===== src/rtl/pll_reset_pkg.sv =====
// Shared types and default constants for the PLL reset sequencer.
package pll_reset_pkg;

    typedef enum logic [2:0] {
        PLL_RST,
        WAIT_LOCK,
        STABILIZE,
        RELEASE,
        RUN
    } pll_state_e;

    localparam int DEF_NUM_DOMAINS         = 6;
    localparam int DEF_PLL_RESET_CYCLES    = 32;
    localparam int DEF_LOCK_TIMEOUT_CYCLES = 65536;
    localparam int DEF_LOCK_STABLE_CYCLES  = 1024;
    localparam int DEF_RELEASE_GAP_CYCLES  = 16;

    // Counter width for a cycle count: $clog2 with a floor of one bit.
    function automatic int cnt_width(input int cycles);
        return (cycles < 2) ? 1 : $clog2(cycles);
    endfunction

endpackage


===== src/rtl/sync_2ff.sv =====
// Two-flop synchronizer for a single asynchronous level; clears on reset.
module sync_2ff (
    input  logic clk_i,
    input  logic rst_i,
    input  logic d_i,
    output logic q_o
);

    logic meta_q;
    logic sync_q;

    always_ff @(posedge clk_i or posedge rst_i) begin
        if (rst_i) begin
            meta_q <= 1'b0;
            sync_q <= 1'b0;
        end else begin
            meta_q <= d_i;
            sync_q <= meta_q;
        end
    end

    assign q_o = sync_q;

endmodule


===== src/rtl/pll_reset_sequencer.sv =====
// Resets a PLL, waits for stable lock, then releases downstream domain resets
// one at a time; any lock loss reasserts every domain reset.
module pll_reset_sequencer
    import pll_reset_pkg::*;
#(
    parameter int NUM_DOMAINS         = DEF_NUM_DOMAINS,
    parameter int PLL_RESET_CYCLES    = DEF_PLL_RESET_CYCLES,
    parameter int LOCK_TIMEOUT_CYCLES = DEF_LOCK_TIMEOUT_CYCLES,
    parameter int LOCK_STABLE_CYCLES  = DEF_LOCK_STABLE_CYCLES,
    parameter int RELEASE_GAP_CYCLES  = DEF_RELEASE_GAP_CYCLES
) (
    input  logic                   clock_i,
    input  logic                   reset_i,
    input  logic                   pll_lock_i,
    output logic                   pll_reset_o,
    output logic [NUM_DOMAINS-1:0] domain_reset_o,
    output logic                   ready_o,
    output logic [7:0]             lock_loss_count_o,
    output logic [7:0]             retry_count_o,
    output pll_state_e             state_o
);

    localparam int PW = cnt_width(PLL_RESET_CYCLES);
    localparam int TW = cnt_width(LOCK_TIMEOUT_CYCLES);
    localparam int SW = cnt_width(LOCK_STABLE_CYCLES);
    localparam int GW = cnt_width(RELEASE_GAP_CYCLES);

    localparam logic [PW-1:0] PLL_LAST    = PW'(PLL_RESET_CYCLES - 1);
    localparam logic [TW-1:0] TIMEOUT_LAST = TW'(LOCK_TIMEOUT_CYCLES - 1);
    localparam logic [SW-1:0] STABLE_LAST = SW'(LOCK_STABLE_CYCLES - 1);
    localparam logic [GW-1:0] GAP_LAST    = GW'(RELEASE_GAP_CYCLES - 1);

    pll_state_e             state_q, state_d;
    logic [PW-1:0]          pll_timer_q, pll_timer_d;
    logic [TW-1:0]          lock_timer_q, lock_timer_d;
    logic [SW-1:0]          stable_q, stable_d;
    logic [GW-1:0]          gap_q, gap_d;
    logic                   pll_reset_q, pll_reset_d;
    logic [NUM_DOMAINS-1:0] domain_q, domain_d;
    logic                   ready_q, ready_d;
    logic [7:0]             loss_q, loss_d;
    logic [7:0]             retry_q, retry_d;
    logic                   lock_s;

    sync_2ff u_lock_sync (
        .clk_i (clock_i),
        .rst_i (reset_i),
        .d_i   (pll_lock_i),
        .q_o   (lock_s)
    );

    always_ff @(posedge clock_i or posedge reset_i) begin
        if (reset_i) begin
            state_q      <= PLL_RST;
            pll_timer_q  <= '0;
            lock_timer_q <= '0;
            stable_q     <= '0;
            gap_q        <= '0;
            pll_reset_q  <= 1'b1;
            domain_q     <= '1;
            ready_q      <= 1'b0;
            loss_q       <= '0;
            retry_q      <= '0;
        end else begin
            state_q      <= state_d;
            pll_timer_q  <= pll_timer_d;
            lock_timer_q <= lock_timer_d;
            stable_q     <= stable_d;
            gap_q        <= gap_d;
            pll_reset_q  <= pll_reset_d;
            domain_q     <= domain_d;
            ready_q      <= ready_d;
            loss_q       <= loss_d;
            retry_q      <= retry_d;
        end
    end

    always_comb begin
        state_d      = state_q;
        pll_timer_d  = pll_timer_q;
        lock_timer_d = lock_timer_q;
        stable_d     = stable_q;
        gap_d        = gap_q;
        pll_reset_d  = pll_reset_q;
        domain_d     = domain_q;
        ready_d      = ready_q;
        loss_d       = loss_q;
        retry_d      = retry_q;

        case (state_q)
            PLL_RST: begin
                if (pll_timer_q == PLL_LAST) begin
                    state_d      = WAIT_LOCK;
                    pll_reset_d  = 1'b0;
                    pll_timer_d  = '0;
                    lock_timer_d = '0;
                end else begin
                    pll_timer_d = pll_timer_q + PW'(1);
                end
            end
            WAIT_LOCK: begin
                if (lock_s) begin
                    state_d  = STABILIZE;
                    stable_d = '0;
                end else if (lock_timer_q == TIMEOUT_LAST) begin
                    state_d     = PLL_RST;
                    pll_reset_d = 1'b1;
                    pll_timer_d = '0;
                    if (retry_q != 8'hFF) retry_d = retry_q + 8'd1;
                end else begin
                    lock_timer_d = lock_timer_q + TW'(1);
                end
            end
            STABILIZE: begin
                if (!lock_s) begin
                    state_d      = WAIT_LOCK;
                    lock_timer_d = '0;
                end else if (stable_q == STABLE_LAST) begin
                    // Bit 0 drops on the same edge that enters RELEASE.
                    state_d  = RELEASE;
                    gap_d    = '0;
                    domain_d = {NUM_DOMAINS{1'b1}} << 1;
                end else begin
                    stable_d = stable_q + SW'(1);
                end
            end
            RELEASE, RUN: begin
                // Loss has priority over the final release step and the RUN entry.
                if (!lock_s) begin
                    state_d      = WAIT_LOCK;
                    lock_timer_d = '0;
                    domain_d     = '1;
                    ready_d      = 1'b0;
                    if (loss_q != 8'hFF) loss_d = loss_q + 8'd1;
                end else if (state_q == RELEASE) begin
                    if (domain_q == '0) begin
                        state_d = RUN;
                        ready_d = 1'b1;
                    end else if (gap_q == GAP_LAST) begin
                        domain_d = domain_q << 1;
                        gap_d    = '0;
                    end else begin
                        gap_d = gap_q + GW'(1);
                    end
                end
            end
            default: begin
                state_d     = PLL_RST;
                pll_reset_d = 1'b1;
                pll_timer_d = '0;
                domain_d    = '1;
                ready_d     = 1'b0;
            end
        endcase
    end

    assign pll_reset_o       = pll_reset_q;
    assign domain_reset_o    = domain_q;
    assign ready_o           = ready_q;
    assign lock_loss_count_o = loss_q;
    assign retry_count_o     = retry_q;
    assign state_o           = state_q;

endmodule


===== config.mk =====
export PLATFORM = sky130hd
export DESIGN_NAME = pll_reset_sequencer
export DESIGN_NICKNAME = d
export VERILOG_FILES = /design/src/rtl/pll_reset_pkg.sv /design/src/rtl/sync_2ff.sv /design/src/rtl/pll_reset_sequencer.sv
export SDC_FILE = /design/constraint.sdc
export NUM_CORES = 1
export LEC_CHECK = 0
export BUFFER_PORTS_ARGS = -buffer_cell sky130_fd_sc_hd__buf_4
export CAP_MARGIN = 20
export CORE_MARGIN = 4
export CORE_UTILIZATION = 60
export DETAILED_ROUTE_END_ITERATION = 10
export GPL_TIMING_DRIVEN = 0
export PLACE_DENSITY = 0.8
export SLEW_MARGIN = 40
export SYNTH_ARGS = -nofsm -noshare
export SYNTH_HDL_FRONTEND = slang
export SYNTH_SLANG_ARGS = --single-unit

===== constraint.sdc =====
create_clock -name clock_i -period 5.8 [get_ports clock_i]
set_input_delay 0.29 -clock clock_i [delete_from_list [all_inputs] [get_ports clock_i]]
set_output_delay 0.29 -clock clock_i [all_outputs]
set_load 0.03 [all_outputs]

Word-level counts from Yosys, hierarchy flattened
Index checks and enable logic that the tools add are counted.

$add $sub $neg: 6. Equal/unequal tests: 28. Mux-type cells: 44. Bitwise gates (word level): 4. Reductions and logical operators: 19.

Operators with widths (count): 16-bit two-way mux (4); 16-bit one-hot mux with 3 select lines (1); 6-bit two-way mux (6); 10-bit two-way mux (3); 3-bit two-way mux (8); 4-bit two-way mux (6); 10-bit one-hot mux with 2 select lines (1); 2-bit inequality test, second input constant (9); 6-bit one-hot mux with 3 select lines (1); 16-bit by 1-bit adder with 16-bit output, second input constant (1); 8-bit by 1-bit adder with 8-bit output, second input constant (2); 16-bit equality test, second input constant (1); 8-bit inequality test, second input constant (2); 5-bit two-way mux (3); 3-bit inequality test, second input constant (5); 5-bit one-hot mux with 3 select lines (1); 3-bit one-hot mux with 4 select lines (1); 4-bit AND reduction (3); 6-bit AND reduction (2); 10-bit by 1-bit adder with 10-bit output, second input constant (1); 10-bit equality test, second input constant (1); 5-bit AND reduction (2); 3-bit AND reduction (3); 4-bit one-hot mux with 2 select lines (1); 19 further kinds (33).

Register bits: 64. Bits of input ports: 3. Output and inout bits: 27. Word-level logic and storage cells: 113.

Depth between registers and ports, before layout
Word-level depth: 6. Depth in mapped cells: 9. Mapped depth without buffers: 8.

Hierarchy
Synthesis repeated with hierarchy kept, for this count alone.

Cell total of the unflattened synthesis: 345. Area total of the unflattened synthesis: 3402.0 um2.

Modules (own cells, without submodules): pll_reset_sequencer (instances 1, cells an instance 342, area each 3348.2 um2, sequential area each 1560.2 um2); sync_2ff (instances 1, cells an instance 3, area each 53.8 um2, sequential area each 50.0 um2).

Worst setup path after synthesis
OpenSTA, ideal clock, no wires.

Path type: register to register. Start: reg pll_timer_q[0]. End: reg lock_timer_q[6]. Setup time: 0.078 ns. Arrival: 2.192 ns. Data required time: 5.722 ns. Path slack: 3.530 ns. Cell stages (with the launch flop): 10. Buffers on the path: 1. Period minus slack after synthesis: 2.270 ns. Cells stage by stage: dfrtp_1 -> ha_1 -> and3_1 -> ha_1 -> or3_1 -> a31oi_1 -> a21o_1 -> buf_2 -> o21ai_0 -> a21oi_1.

Cells in the longest elaborated chain, start to end: 3.

RTL lines: start, declared (line pll_reset_sequencer.sv:34) `logic [PW-1:0] pll_timer_q, pll_timer_d;`; start signal, assigned (line pll_reset_sequencer.sv:66) `pll_timer_q <= pll_timer_d;`; 5-bit equality test (line pll_reset_sequencer.sv:92) `if (pll_timer_q == PLL_LAST) begin`; 2-bit inequality test (no line); 5-bit AND reduction (no line); end signal, assigned (line pll_reset_sequencer.sv:67) `lock_timer_q <= lock_timer_d;`; end, declared (line pll_reset_sequencer.sv:35) `logic [TW-1:0] lock_timer_q, lock_timer_d;`.

No other way between the ends. A chain may end at the register's enable or synchronous reset.

Worst setup path after layout
Start: reg pll_timer_q[0]. End: reg lock_timer_q[4].

The elaborated chain is that of the path after synthesis.

==> impl_metrics.json <==
{
  "power_density_nw_per_um2": 388,
  "async_reset_ff_frac": 1.00,
  "synth_cells": 354,
  "fin_skew_ps": 6.07,
  "grt_first_pass_wirelength_mm": 12.5,
  "globalRouteOverflowTotal": 0,
  "cts_tree": "yes",
  "die_y_um": 83.1,
  "tightest_slew_ps": 693,
  "min_period_over_period": 0.458,
  "hp-start": "pll_lock_i",
  "synth_area_um2": 3390,
  "die_x_um": 83.1,
  "finalWeightedCongestion": 0.868,
  "fin_crit_ps": 2660,
  "synth_top_area_frac": 0.421,
  "ys_top_cells_by_count": "dfrtp_1, nand2_1, nor2_1, a21oi_1, o21ai_0",
  "root_buffer": "clkbuf_8",
  "rows": 27,
  "grt_pass1_vias": 2763,
  "drive_gt1_frac": 0.178,
  "h-tree-depth": 3,
  "cp-end-kind": "flop",
  "core_um2": 5510,
  "vdd_drop_max_mv": 0.283,
  "final.fill_count": 427,
  "wl_mm": 7.02,
  "maxSlewViolCount": 0,
  "ios": 30,
  "crit_path_start": "pll_timer_q[0]$_DFFE_PP0P_",
  "synth_edf_count": 0,
  "start_kind": "flop",
  "grt_usage": 0.218,
  "grt_max_degree": 38,
  "required_ps": 6060,
  "ctsHoldBuffers": 1,
  "final_area_um2": 3930,
  "clock_latency_ps": 330,
  "tns_ps": 0,
  "avgSynthCellArea_um2": 9.56,
  "ys_types": 50,
  "leakage_nw": 1.70,
  "diodes": 0,
  "max_cap_violations": 0,
  "drc_errors": 0,
  "synth_ff_type": "dfrtp_1",
  "cts_max_path_buffers": 2,
  "crit_type": "reg2reg",
  "syn_nets": 364,
  "reg2reg_to": "lock_timer_q[4]$_DFFE_PP0P_",
  "detail-route-antenna-nets": 0,
  "finalNetCount": 406,
  "clock_sinks": 64,
  "hold_viol_final": 0,
  "rr_startpoint": "pll_timer_q[0]$_DFFE_PP0P_",
  "cts_resized": 0,
  "viasPerCell": 5.97,
  "synth-warning-count": 0,
  "cts_made_buffers": 9,
  "finalSetupViolations": 0,
  "arrival_ps": 2920,
  "drt_iter0_markers": 290,
  "synth_most_common_cell": "dfrtp_1",
  "io_buffers": 29,
  "clkTransAtPathRegs_ps": 70,
  "place_area_um2": 3720,
  "area_growth_pct": 15.9,
  "instances_no_fill": 472,
  "placed_cells": 456,
  "holdPathEnd": "u_lock_sync.meta_q$_DFF_PP0_",
  "r2r_cells": 9,
  "max_freq_ghz": 0.376,
  "status": "finished clean",
  "r2r_setup_slack_ps": 3140,
  "synth-seq-area-share": 0.476,
  "rsz0062_at_grt": "false",
  "min_path_type": "in2reg",
  "dr.pass1.iters": 4,
  "hpwl_mm": 5.00,
  "critPathMaxFanout": 10,
  "vias": 2818,
  "relSlewSlack": 0.533,
  "hold_path_depth": 1,
  "synth.largest_area_cell": "dfrtp_1",
  "antenna_found_initial": 0,
  "post_cts_buffers": 0,
  "final_util": 0.713,
  "synth.area.top_cells": "dfrtp_1, dfstp_2, xnor2_1",
  "ys_seq_elements": 64,
  "start_util": 0.615,
  "wl_per_cell_um": 14.9,
  "die-area_um2": 6910
}
==> cell usage in the layout, fill, tap and decap left out, drive strengths merged, types with 6 or more instances in the layout <==
master  count
dfrtp      57
buf        36
nand2      28
nor2       26
o21ai      24
a21oi      24
nand3      21
xnor2      20
clkbuf     18
nand4      14
inv        13
and3        9
nor4        9
nor3        8
o31ai       8
or3         7
ha          7
dfstp       7
mux2        6
==> per-stage QoR <==
step                      total power [mW]  worst slack, ps  hold WS (ps)
final                                 1.52             3140          63.5
after CTS                             1.53             3120          50.4
after floorplan                      0.993             3530           321
after detailed placement              1.16             3150           301
after global placement                1.13             3120           335
after global routing                  1.63             2840          40.6
==> state kept, by name, indices dropped and copies added, names as in the netlist <==
signal              cells
lock_timer_q           16
stable_q               10
lock_loss_count_o       8
retry_count_o           8
domain_reset_o          6
pll_timer_q             5
gap_q                   4
state_o                 3
pll_reset_o             1
ready_o                 1
u_lock_sync.meta_q      1
u_lock_sync.q_o         1
==> worst max path at each step <==
stage / endpoint / cells past startpoint
after floorplan: lock_timer_q[6]$_DFFE_PP0P_ / 9
after global placement: ready_o$_DFFE_PP0P_ / 2
after detailed placement: lock_timer_q[4]$_DFFE_PP0P_ / 9
after CTS: lock_timer_q[4]$_DFFE_PP0P_ / 9
after global routing: lock_timer_q[4]$_DFFE_PP0P_ / 9
final: lock_timer_q[4]$_DFFE_PP0P_ / 9
==> routing by layer <==
metal / part of all wire / global-route usage
met5: 0 / 0
met3: 0.037 / 0.0377
met1: 0.47 / 0.299
met4: 0.012 / 0.0847
met2: 0.48 / 0.344
==> cells by family after synthesis <==
group / Yosys count / share of synthesized area
AO/OA/AOI/OAI: 79 / 0.142
buffers and inverters: 26 / 0.0336
multiplexers: 7 / 0.0229
adder cells (fa/ha/maj): 7 / 0.0259
AND/OR/NAND/NOR: 148 / 0.240
XOR/XNOR: 23 / 0.0595
flip-flops: 64 / 0.476
==> where the power goes <==
part	leakage (nW)	total [mW]	switching, mW	internal, mW
Sequential	0.849	0.608	0.0770	0.531
Combinational	0.747	0.546	0.348	0.198
Clock	0.0989	0.368	0.163	0.206
==> worst max-delay path, cell delays in order (launching register included) <==
cell     delay (ps)
dfrtp_1         400
ha_1            230
and3_1          200
ha_1            230
or3_1           320
a31oi_1         390
a21o_1          310
buf_2           270
o21ai_0         110
a21oi_1         120
==> area by class of cell <==
class	instances	area [µm²]	share of cell area
Multi-Input combinational cell	264	1670	0.427
Sequential cell	64	1610	0.410
Timing Repair Buffer	31	248	0.0631
Clock buffer	11	141	0.0360
Tap cell	72	90.1	0.0230
Buffer	13	65.1	0.0166
Inverter	13	51.3	0.0131
Clock inverter	4	45.0	0.0115
Power figures use the tool's default switching activity.
